$ cat src/rtl/ece593w26_mac_pkg.sv
// ---------------------------------------------------------------------------
// ece593w26_mac_pkg
// Shared types and defaults for the MAC scheduler slice.
//   sched_state_t   : scheduler FSM states
//   MAC_LAT_DEFAULT : default MAC pipeline latency / flush length
//   id_width()      : width of a requester index for a given requester count
// ---------------------------------------------------------------------------
package ece593w26_mac_pkg;

    typedef enum logic [2:0] {
        S_IDLE   = 3'd0,
        S_CLEAR  = 3'd1,
        S_STREAM = 3'd2,
        S_DRAIN  = 3'd3,
        S_RESP   = 3'd4
    } sched_state_t;

    localparam int MAC_LAT_DEFAULT = 3;
    localparam int NREQ_DEFAULT    = 4;

    // A single requester still needs a 1-bit index field.
    function automatic int id_width(input int nreq);
        return (nreq > 1) ? $clog2(nreq) : 1;
    endfunction

    localparam int ID_W_DEFAULT = id_width(NREQ_DEFAULT);

endpackage

$ cat src/rtl/ece593w26_rr_arb.sv
// ---------------------------------------------------------------------------
// ece593w26_rr_arb
// Combinational round-robin picker.
//   req : request vector
//   ptr : highest-priority index this round
//   gnt : one-hot grant of the first request at or after ptr (wrapping)
//   idx : binary index of that grant
//   any : at least one request present
// ---------------------------------------------------------------------------
module ece593w26_rr_arb
    import ece593w26_mac_pkg::*;
#(
    parameter int NREQ = 4,
    parameter int ID_W = id_width(NREQ)
)(
    input  logic [NREQ-1:0] req,
    input  logic [ID_W-1:0] ptr,
    output logic [NREQ-1:0] gnt,
    output logic [ID_W-1:0] idx,
    output logic            any
);

    always_comb begin
        int             s;
        logic [ID_W-1:0] sel;
        gnt = '0;
        idx = '0;
        any = 1'b0;
        s   = 0;
        sel = '0;
        // Walk candidates in priority order starting at ptr; first hit wins.
        for (int k = 0; k < NREQ; k++) begin
            s = int'(ptr) + k;
            if (s >= NREQ) s = s - NREQ;
            sel = ID_W'(s);
            if (!any && req[sel]) begin
                any      = 1'b1;
                idx      = sel;
                gnt[sel] = 1'b1;
            end
        end
    end

endmodule

$ cat src/rtl/ece593w26_mac_sched.sv
// ---------------------------------------------------------------------------
// ece593w26_mac_sched
// Round-robin scheduler sharing one MAC among NREQ requesters. Each job:
// clear MAC, stream len operand pairs, drain the pipeline, return the result.
//   clk, rst           : clock, asynchronous active-low reset
//   req_valid/req_len  : per-requester job request and pair count
//   op_valid/op_w/op_x : per-requester operand stream
//   op_ready           : accept strobe for the granted requester (combinational)
//   gnt                : one-hot grant, held for the whole job
//   mac_clr/mac_w/mac_x: MAC clear and operands
//   mac_f              : MAC accumulator
//   res_valid/res_id/res_data/res_ready : result handshake
// ---------------------------------------------------------------------------
module ece593w26_mac_sched
    import ece593w26_mac_pkg::*;
#(
    parameter int  N       = 8,
    parameter int  NREQ    = 4,
    parameter int  LEN_W   = 4,
    parameter int  MAC_LAT = MAC_LAT_DEFAULT,
    localparam int ID_W    = id_width(NREQ)
)(
    input  logic                  clk,
    input  logic                  rst,
    input  logic [NREQ-1:0]       req_valid,
    input  logic [NREQ*LEN_W-1:0] req_len,
    input  logic [NREQ-1:0]       op_valid,
    input  logic [NREQ*N-1:0]     op_w,
    input  logic [NREQ*N-1:0]     op_x,
    output logic [NREQ-1:0]       op_ready,
    output logic [NREQ-1:0]       gnt,
    output logic                  mac_clr,
    output logic [N-1:0]          mac_w,
    output logic [N-1:0]          mac_x,
    input  logic [2*N-1:0]        mac_f,
    output logic                  res_valid,
    output logic [ID_W-1:0]       res_id,
    output logic [2*N-1:0]        res_data,
    input  logic                  res_ready
);

    localparam int LAT_W = (MAC_LAT > 1) ? $clog2(MAC_LAT) : 1;

    sched_state_t     state_reg, state_next;
    logic [ID_W-1:0]  id_reg, id_next;
    logic [ID_W-1:0]  ptr_reg, ptr_next;
    logic [LEN_W-1:0] cnt_reg, cnt_next;
    logic [LAT_W-1:0] lat_reg, lat_next;
    logic [NREQ-1:0]  gnt_reg, gnt_next;
    logic             mac_clr_reg, mac_clr_next;
    logic [N-1:0]     mac_w_reg, mac_w_next;
    logic [N-1:0]     mac_x_reg, mac_x_next;
    logic             res_valid_reg, res_valid_next;
    logic [ID_W-1:0]  res_id_reg, res_id_next;
    logic [2*N-1:0]   res_data_reg, res_data_next;

    logic [NREQ-1:0]  arb_gnt;
    logic [ID_W-1:0]  arb_idx;
    logic             arb_any;
    logic             op_fire;

    logic [LEN_W-1:0] req_len_arr [NREQ];
    logic [N-1:0]     op_w_arr    [NREQ];
    logic [N-1:0]     op_x_arr    [NREQ];

    genvar gi;
    generate
        for (gi = 0; gi < NREQ; gi++) begin : g_unpack
            assign req_len_arr[gi] = req_len[gi*LEN_W +: LEN_W];
            assign op_w_arr[gi]    = op_w[gi*N +: N];
            assign op_x_arr[gi]    = op_x[gi*N +: N];
        end
    endgenerate

    ece593w26_rr_arb #(
        .NREQ (NREQ),
        .ID_W (ID_W)
    ) u_arb (
        .req (req_valid),
        .ptr (ptr_reg),
        .gnt (arb_gnt),
        .idx (arb_idx),
        .any (arb_any)
    );

    // gnt_reg is the one-hot of id_reg for the whole job, so it doubles as
    // the ready mask while streaming.
    assign op_ready = (state_reg == S_STREAM) ? gnt_reg : '0;
    assign op_fire  = (state_reg == S_STREAM) && op_valid[id_reg];

    assign gnt       = gnt_reg;
    assign mac_clr   = mac_clr_reg;
    assign mac_w     = mac_w_reg;
    assign mac_x     = mac_x_reg;
    assign res_valid = res_valid_reg;
    assign res_id    = res_id_reg;
    assign res_data  = res_data_reg;

    always_ff @(posedge clk or negedge rst) begin
        if (!rst) begin
            state_reg     <= S_IDLE;
            id_reg        <= '0;
            ptr_reg       <= '0;
            cnt_reg       <= '0;
            lat_reg       <= '0;
            gnt_reg       <= '0;
            mac_clr_reg   <= 1'b1;
            mac_w_reg     <= '0;
            mac_x_reg     <= '0;
            res_valid_reg <= 1'b0;
            res_id_reg    <= '0;
            res_data_reg  <= '0;
        end else begin
            state_reg     <= state_next;
            id_reg        <= id_next;
            ptr_reg       <= ptr_next;
            cnt_reg       <= cnt_next;
            lat_reg       <= lat_next;
            gnt_reg       <= gnt_next;
            mac_clr_reg   <= mac_clr_next;
            mac_w_reg     <= mac_w_next;
            mac_x_reg     <= mac_x_next;
            res_valid_reg <= res_valid_next;
            res_id_reg    <= res_id_next;
            res_data_reg  <= res_data_next;
        end
    end

    // Registered outputs are computed as the value they must hold in the
    // state being entered.
    always_comb begin
        state_next     = state_reg;
        id_next        = id_reg;
        ptr_next       = ptr_reg;
        cnt_next       = cnt_reg;
        lat_next       = lat_reg;
        gnt_next       = gnt_reg;
        mac_clr_next   = 1'b0;
        mac_w_next     = '0;
        mac_x_next     = '0;
        res_valid_next = res_valid_reg;
        res_id_next    = res_id_reg;
        res_data_next  = res_data_reg;

        case (state_reg)
            S_IDLE: begin
                gnt_next = '0;
                if (arb_any) begin
                    id_next      = arb_idx;
                    cnt_next     = req_len_arr[arb_idx];
                    lat_next     = '0;
                    gnt_next     = arb_gnt;
                    mac_clr_next = 1'b1;
                    state_next   = S_CLEAR;
                end
            end
            S_CLEAR: begin
                if (lat_reg == LAT_W'(MAC_LAT - 1)) begin
                    lat_next   = '0;
                    state_next = (cnt_reg == '0) ? S_DRAIN : S_STREAM;
                end else begin
                    lat_next     = lat_reg + LAT_W'(1);
                    mac_clr_next = 1'b1;
                end
            end
            S_STREAM: begin
                if (op_fire) begin
                    mac_w_next = op_w_arr[id_reg];
                    mac_x_next = op_x_arr[id_reg];
                    cnt_next   = cnt_reg - LEN_W'(1);
                    if (cnt_reg == LEN_W'(1)) begin
                        lat_next   = '0;
                        state_next = S_DRAIN;
                    end
                end
            end
            S_DRAIN: begin
                if (lat_reg == LAT_W'(MAC_LAT - 1)) begin
                    res_valid_next = 1'b1;
                    res_data_next  = mac_f;
                    res_id_next    = id_reg;
                    lat_next       = '0;
                    state_next     = S_RESP;
                end else begin
                    lat_next = lat_reg + LAT_W'(1);
                end
            end
            S_RESP: begin
                if (res_ready) begin
                    res_valid_next = 1'b0;
                    gnt_next       = '0;
                    ptr_next       = (id_reg == ID_W'(NREQ - 1)) ? '0 : id_reg + ID_W'(1);
                    state_next     = S_IDLE;
                end
            end
            default: begin
                state_next = S_IDLE;
            end
        endcase
    end

endmodule

$ cat config.mk
export PLATFORM = sky130hd
export DESIGN_NAME = ece593w26_mac_sched
export DESIGN_NICKNAME = d
export VERILOG_FILES = /design/src/rtl/ece593w26_mac_pkg.sv /design/src/rtl/ece593w26_rr_arb.sv /design/src/rtl/ece593w26_mac_sched.sv
export SDC_FILE = /design/constraint.sdc
export NUM_CORES = 1
export LEC_CHECK = 0
export ABC_CLOCK_PERIOD_IN_PS = 5200
export CAP_MARGIN = 20
export CORE_MARGIN = 1
export CORE_UTILIZATION = 45
export DETAILED_ROUTE_END_ITERATION = 7
export PLACE_DENSITY = 0.95
export SLEW_MARGIN = 25
export SYNTH_ARGS = -nofsm -noshare
export SYNTH_HDL_FRONTEND = slang
export SYNTH_SLANG_ARGS = --single-unit
export TNS_END_PERCENT = 100
$ cat constraint.sdc
create_clock -name clk -period 5.2 [get_ports clk]
set_input_delay 0.78 -clock clk [delete_from_list [all_inputs] [get_ports clk]]
set_output_delay 0.78 -clock clk [all_outputs]
set_load 0.01 [all_outputs]
==> results of run 1 <==
## kinds of logic (layout without fill, tap and decap cells)
kind of cell / Yosys count / count (layout) / share of synthesized area (%)
flops: 53 / 53 / 40.5
simple gates: 71 / 71 / 12.4
fa+ha+maj: 10 / 10 / 3.82
buf+inv: 27 / 169 / 5.96
mux: 51 / 51 / 25.3
xor+xnor: 1 / 1 / 0.267
compound gates: 50 / 50 / 11.7
## metrics by stage
stage / cell area [µm²] / hold WS [ps] / worst slack, ps / std cells / total power, mW
floorplan: 3280 / 435 / 2410 / 263 / 1.51
global route: 4850 / 499 / 1680 / 501 / 2.36
finish: 4850 / 468 / 1790 / 501 / 2.22
global placement: 4760 / 449 / 1930 / 493 / 1.90
CTS: 4850 / 466 / 1830 / 501 / 2.22
detailed placement: 4760 / 454 / 1820 / 493 / 1.97
## path summary, 6_finish.rpt
path / startpoint / slack [ps] / depth (start not counted) / to
setup / recovery: ptr_reg[0] / 1790 / 7 / cnt_reg[2]
hold / removal: lat_reg[0] / 470 / 1 / lat_reg[0]
setup reg to reg: ptr_reg[0] / 1790 / 7 / cnt_reg[2]
hold reg to reg: lat_reg[0] / 470 / 1 / lat_reg[0]
max in group asynchronous: rst / 4170 / 2 / id_reg[0]
min in group asynchronous: rst / 580 / 2 / res_data[9]
## power breakdown
part           internal, mW  switching (mW)  leakage [nW]
Clock                 0.109           0.137        0.0445
Sequential            0.568           0.140         0.679
Combinational         0.694           0.570          1.30
## cells in the final DEF, fill, tap and decap left out, drive strengths merged, types with 3 or more instances in the layout
| master | Yosys | layout |
|---|---|---|
| ha | 10 | 10 |
| mux4 | 22 | 22 |
| inv | 6 | 6 |
| clkbuf | 14 | 7 |
| a22oi | 4 | 4 |
| clkdlybuf4s50 | 1 | 149 |
| nor3 | 4 | 4 |
| buf | 6 | 6 |
| mux2 | 23 | 23 |
| mux2i | 6 | 6 |
| nor2 | 13 | 13 |
| a21oi | 5 | 5 |
| dfrtp | 52 | 52 |
| nand2 | 15 | 15 |
| o211ai | 5 | 5 |
| nand2b | 3 | 3 |
| and3 | 17 | 17 |
| a211oi | 3 | 3 |
| a211o | 3 | 3 |
| and2 | 4 | 4 |
| a221oi | 4 | 4 |
| o21ai | 10 | 10 |
## cell type report
cell class / instances / area, µm²
clock inverters: 1 / 7.51
flip-flops and latches: 53 / 1330
multi-input cells: 183 / 1750
inverters: 6 / 22.5
well taps: 96 / 120
fillers: 504 / 2060
repair buffers: 155 / 1530
clock buffers: 7 / 86.3
## cells in the mapped netlist (all sizes together) (2+ instances only)
cell / n
mux4: 22
nand2: 15
and2: 4
a21boi: 2
a211o: 3
nor3b: 2
mux2: 23
nor4: 2
a21o: 2
nand3b: 2
nor2: 13
o211ai: 5
nor3: 4
inv: 6
nand3: 2
o21ai: 10
clkbuf: 14
a21oi: 5
a41oi: 2
a22oi: 4
mux2i: 6
o41ai: 2
or3b: 2
a211oi: 3
dfrtp: 52
a221oi: 4
ha: 10
buf: 6
and3: 17
nand2b: 3
## worst max-delay path, cell delays in order, from the launching register on
cell and delay, ps:
dfrtp_1 840, inv_1 320, ha_1 500, or3b_4 420, o211ai_2 90, o221ai_2 240
mux4_1 530, a221o_1 350
## metal layers
layer / routed length (µm) / part of all wire, % / vias up
met5: 0 / 0 / -
met3: 701 / 7.4 / 16
li1: - / - / 1283
met4: 183 / 1.9 / 0
met2: 4990 / 53 / 124
met1: 3540 / 38 / 1384
==> results.rst, run 1 <==
.. list-table::
   :header-rows: 1

   * - Metric
     - Value
   * - Run status
     - finished clean
   * - Total wirelength of the detailed-routed design
     - 9410 µm
   * - Maximum resistive drop on vdd
     - 184 µV
   * - Detailed placement HPWL
     - 7190 µm
   * - Kind of capture point of the worst setup path
     - flip-flop
   * - Number of buffers added on ports
     - 150
   * - Largest register FFs
     - 16
   * - Highest-utilization routing layer at the global route stage
     - met2
   * - Fin util
     - 70.2%
   * - Area fraction of the dominant cell type after synthesis
     - 39.7%
   * - Clock transition at the registers of the reported paths
     - 90 ps
   * - Leak pwr
     - 2.02 nW
   * - Total vias in the final route
     - 2,807
   * - Critical path type
     - reg2reg
   * - Final setup TNS
     - 0 ps
   * - Global Route met1 Usage
     - 28.2%
   * - Synth warnings
     - 0
   * - Grt ovf
     - 0
   * - Setup fix buffers added after clock tree synthesis
     - 0
   * - Slew headroom
     - 48.5%
   * - Peak fanout along the critical path
     - 21
   * - Power Density
     - 457 nW/µm²
   * - Vertical die dimension
     - roughly 87 µm
   * - Worst Path Arrival
     - between 3000 and 4000 ps
   * - Diodes inserted
     - 0
   * - Setup clock skew after layout
     - 10.1 ps
   * - DR vias/cell
     - 5.60
   * - Cell type with the highest aggregate area in the netlist
     - dfrtp_1
   * - Initial cell density of the core
     - 47.4%
   * - H-tree Lvls
     - 2
   * - Starting DRT DRC Count
     - between 100 and 150
   * - Hold Vio Cnt, Final
     - 0
   * - Clock tree from TritonCTS
     - done
   * - Die width
     - 87.3 µm
   * - Net count after synthesis
     - 380
   * - Portion of the post-synthesis area used by sequential elements
     - 40.5%
   * - Vias in the first global route
     - 2,850
   * - CP Launch Type
     - flip-flop
   * - Distinct cells, synth
     - 54
   * - Setup repair after global routing missed its margin
     - no
   * - I/O pins
     - 151
   * - Number of sinks handled by clock tree synthesis
     - 53
   * - Clock tree buffer depth
     - 2
   * - Actual slew at the worst max-slew pin
     - between 700 and 800 ps
   * - Share of synthesized flip-flops with an asynchronous set or reset
     - 100%
   * - Summed instance area of the synthesized netlist
     - 3280 µm²
   * - Max Fclk
     - just under 300 MHz
   * - GR met2 Demand/Resource
     - 47.2%
   * - Top flip-flop cell by instance count after synthesis
     - dfrtp_1
   * - #FFs+latches synth
     - 53
   * - Min-Delay Path Class
     - reg2reg
   * - Die ar.
     - 7620 µm²
   * - Number of antenna violations at the first check in global routing
     - 0
   * - Number of instances in the synthesized netlist
     - 263
   * - Number of optimization iterations in the first detailed-route pass
     - 4
   * - Total of hold buffers inserted after clock tree synthesis
     - 0
   * - Tot GR Track Use
     - 25.2%
   * - Global-route wire length before repair
     - 14,700 µm
   * - Clock insertion delay at the later pin of the skew report
     - ~310 ps
   * - Final GP Congestion
     - 0.871
   * - TritonCTS Buffers
     - 5
   * - Area overhead of the layout relative to synthesis
     - 48.1%
   * - Pin count of the biggest net entering global routing
     - 54
   * - Core Region
     - 6910 µm²
   * - Post-route ant nets
     - 0
   * - Resize count post-CTS
     - 0
   * - Routed WL per cell
     - 18.8 µm
   * - Maxcap violations
     - 0
   * - Largest cells by area after synthesis
     - dfrtp_1 40%, mux4_2 12%, mux2_2 7.9%
   * - Count of flip-flops with a built-in enable after synthesis
     - 0
   * - CTS Root Cell
     - clkbuf_8
   * - Mean cell area of the mapped netlist
     - ~12 µm²
   * - Net count reported at finish
     - 521
   * - Final count of negative-setup-slack endpoints
     - 0
   * - Pins Over Slew Limit
     - 0
   * - Data required time of the critical path
     - 5400 ps
   * - Clock period minus worst slack
     - around 3400 ps
   * - GR Layer Usage met3
     - 5.69%
   * - DRC violations left
     - 0
   * - Part of the cycle the worst path needs
     - 65.5%
   * - Fraction of layout cells with a size suffix above 1
     - ~17%
   * - Placement row count
     - 30
No activity file was read; power rests on OpenSTA's default activity.
==> inputs of run 2 (changes only) <==
--- a/config.mk
+++ b/config.mk
@@ -5,12 +5,12 @@
 export SDC_FILE = /design/constraint.sdc
 export NUM_CORES = 1
 export LEC_CHECK = 0
-export ABC_CLOCK_PERIOD_IN_PS = 5200
+export ABC_CLOCK_PERIOD_IN_PS = 3410
 export CAP_MARGIN = 20
 export CORE_MARGIN = 1
-export CORE_UTILIZATION = 45
+export CORE_UTILIZATION = 42
 export DETAILED_ROUTE_END_ITERATION = 7
-export PLACE_DENSITY = 0.95
+export PLACE_DENSITY = 0.91
 export SLEW_MARGIN = 25
 export SYNTH_ARGS = -nofsm -noshare
 export SYNTH_HDL_FRONTEND = slang
==> constraint.sdc (replaced) <==
create_clock -name clk -period 3.41 [get_ports clk]
set_input_delay 0.5115 -clock clk [delete_from_list [all_inputs] [get_ports clk]]
set_output_delay 0.5115 -clock clk [all_outputs]
set_load 0.01 [all_outputs]
==> results.rst, run 2 (synthesized netlist as in run 1, its figures left out) <==
.. list-table::
   :header-rows: 1

   * - Metric
     - Value
   * - Tot GR Track Use
     - 21.7% (-3.5 points)
   * - Data required time of the critical path
     - 3600 ps (-1800 ps)
   * - Final GP Congestion
     - 0.799 (-8.2%)
   * - Final setup TNS
     - 0 ps (unchanged)
   * - I/O pins
     - 151 (unchanged)
   * - H-tree Lvls
     - 2 (unchanged)
   * - Routed WL per cell
     - 17.1 µm (-9.0%)
   * - Power Density
     - 684 nW/µm² (+50%)
   * - Detail Route met3 WL
     - 524 µm (-25%)
   * - Die ar.
     - 8160 µm² (+7.0%)
   * - Run status
     - finished clean
   * - TritonCTS Buffers
     - 5 (unchanged)
   * - Leak pwr
     - 2.02 nW (+0.21%)
   * - Resize count post-CTS
     - 0 (unchanged)
   * - Maximum resistive drop on vdd
     - 385 µV (+110%)
   * - Setup clock skew after layout
     - 7.92 ps (-2.16 ps)
   * - Max Fclk
     - 348 MHz (+19%)
   * - Number of optimization iterations in the first detailed-route pass
     - 4 (unchanged)
   * - Number of sinks handled by clock tree synthesis
     - 53 (unchanged)
   * - Clock insertion delay at the later pin of the skew report
     - 300 ps (about the same)
   * - Peak fanout along the critical path
     - 10 (-52%)
   * - Total vias in the final route
     - 2,789 (-0.64%)
   * - Die width
     - 90.3 µm (+3.4%)
   * - Vias in the first global route
     - 2,814 (-1.3%)
   * - Worst Setup Slack post-DPL
     - 281 ps (-1540 ps)
   * - Starting DRT DRC Count
     - 92 (-12%)
   * - Slew headroom
     - 33.5% (-15 points)
   * - Setup fix buffers added after clock tree synthesis
     - 0 (unchanged)
   * - Area overhead of the layout relative to synthesis
     - 48.4%
   * - Leading cell type in the layout, fill and taps excluded
     - clkdlybuf4s50_1
   * - Clock period minus worst slack
     - 2870 ps (-537 ps)
   * - Post-route ant nets
     - 0 (unchanged)
   * - CP Launch Type
     - flip-flop
   * - DR vias/cell
     - 5.52 (-1.4%)
   * - Clock tree from TritonCTS
     - done
   * - Detailed placement HPWL
     - 6760 µm (-6.0%)
   * - Worst Path Arrival
     - 3060 ps (-550 ps)
   * - Setup repair after global routing missed its margin
     - no
   * - Net count reported at finish
     - 522 (+0.19%)
   * - Final critical-path setup slack
     - 539 ps (-1250 ps)
   * - Placement row count
     - 31 (+3.3%)
   * - Total wirelength of the detailed-routed design
     - 8630 µm (-8.3%)
   * - Grt ovf
     - 0 (unchanged)
   * - CTS Root Cell
     - clkbuf_8
   * - Delay of the slowest cell on the worst path
     - 550 ps (-290 ps)
   * - Final count of negative-setup-slack endpoints
     - 0 (unchanged)
   * - Top layer in use
     - met4
   * - Part of the cycle the worst path needs
     - 84.2% (+19 points)
   * - Routed met2 length
     - 4490 µm (-10%)
   * - DRC violations left
     - 0 (unchanged)
   * - Clock transition at the registers of the reported paths
     - 100 ps (about the same)
   * - Maxcap violations
     - 0 (unchanged)
   * - Clock tree buffer depth
     - 2 (unchanged)
   * - Critical Path, Cell by Cell
     - inv_1 > ha_1 > mux4_2 > nand2b_2 > a2bb2oi_4 > mux4_1 > a221o_1
   * - Pin count of the biggest net entering global routing
     - 32 (-41%)
   * - Kind of capture point of the worst setup path
     - flip-flop
   * - Diodes inserted
     - 0 (unchanged)
   * - Total of hold buffers inserted after clock tree synthesis
     - 0 (unchanged)
   * - Global-route wire length before repair
     - 14,200 µm (-3.7%)
   * - Hold Vio Cnt, Final
     - 0 (unchanged)
   * - Vertical die dimension
     - 90.3 µm (+3.4%)
   * - Number of filler cells placed in the layout
     - 559 (+11%)
   * - Actual slew at the worst max-slew pin
     - 996 ps (+231 ps)
   * - Pins Over Slew Limit
     - 0 (unchanged)
   * - Slowest library cell on the worst path
     - dfrtp_1
   * - Post-Route M1 WL
     - 3500 µm (-1.0%)
   * - Core Region
     - 7410 µm² (+7.3%)
   * - Largest register FFs
     - 16 (unchanged)
   * - Most frequent cells in the layout
     - 149 x clkdlybuf4s50_1, 52 x dfrtp_1, 23 x mux2_2, 18 x mux4_2, 16 x and3_1
   * - Number of antenna violations at the first check in global routing
     - 0 (unchanged)
   * - Critical path type
     - reg2reg
   * - Fraction of layout cells with a size suffix above 1
     - 17.5% (+0.70 points)
   * - Initial cell density of the core
     - 44.2% (-3.2 points)
   * - Number of buffers added on ports
     - 150 (unchanged)
   * - Min-Delay Path Class
     - in2async
## run 2: metrics by stage
stage          power [mW]  utilization, %  instance area [µm²]  cells  hold slack, ps
6_report             3.32            65.6                 4860    505             154
5_1_grt              3.55            65.6                 4860    505             185
4_1_cts              3.35            65.6                 4860    505             160
3_5_place_dp         2.99            64.4                 4770    497             459
3_3_place_gp         2.90            64.4                 4770    497             449
2_1_floorplan        2.30               -                 3280    263             216
## run 2: layout make-up
class | count | area [µm²] | area share, %
repair buffers | 156 | 1540 | 31.7
clock inverters | 3 | 21.3 | 0.438
multi-input cells | 183 | 1760 | 36.1
flip-flops and latches | 53 | 1330 | 27.3
well taps | 99 | 124 | 2.55
inverters | 6 | 22.5 | 0.463
clock buffers | 5 | 68.8 | 1.42
## run 2: final timing paths
kind	start	to	slack, ps	cells past startpoint
min in group clk	lat_reg[0]	lat_reg[0]	470	1
worst max register to register	ptr_reg[1]	cnt_reg[2]	540	7
worst min register to register	lat_reg[0]	lat_reg[0]	470	1
max in group asynchronous	rst	mac_clr	2430	2
worst min-delay path	rst	res_data[0]	150	1
worst max-delay path	ptr_reg[1]	cnt_reg[2]	540	7
## run 2: critical path, delay by kind of cell, from the launching register on
family,cells,cell delay (ps)
flops,1,550
fa+ha+maj,1,430
mux,2,740
compound gates,2,590
simple gates,1,270
buf+inv,1,180
## run 2: power breakdown
group	switching [mW]	leakage (nW)	total, mW	internal, mW
Combinational	0.864	1.30	1.93	1.07
Clock	0.208	0.0445	0.355	0.146
Sequential	0.171	0.679	1.04	0.866
Total	1.24	2.02	3.32	2.08
## run 2: metal layers
layer  vias up  track usage [%]
met2       110             39.2
li1       1289                -
met1      1381             26.8
met4         0             5.24
met3         9             4.12
met5         -                0
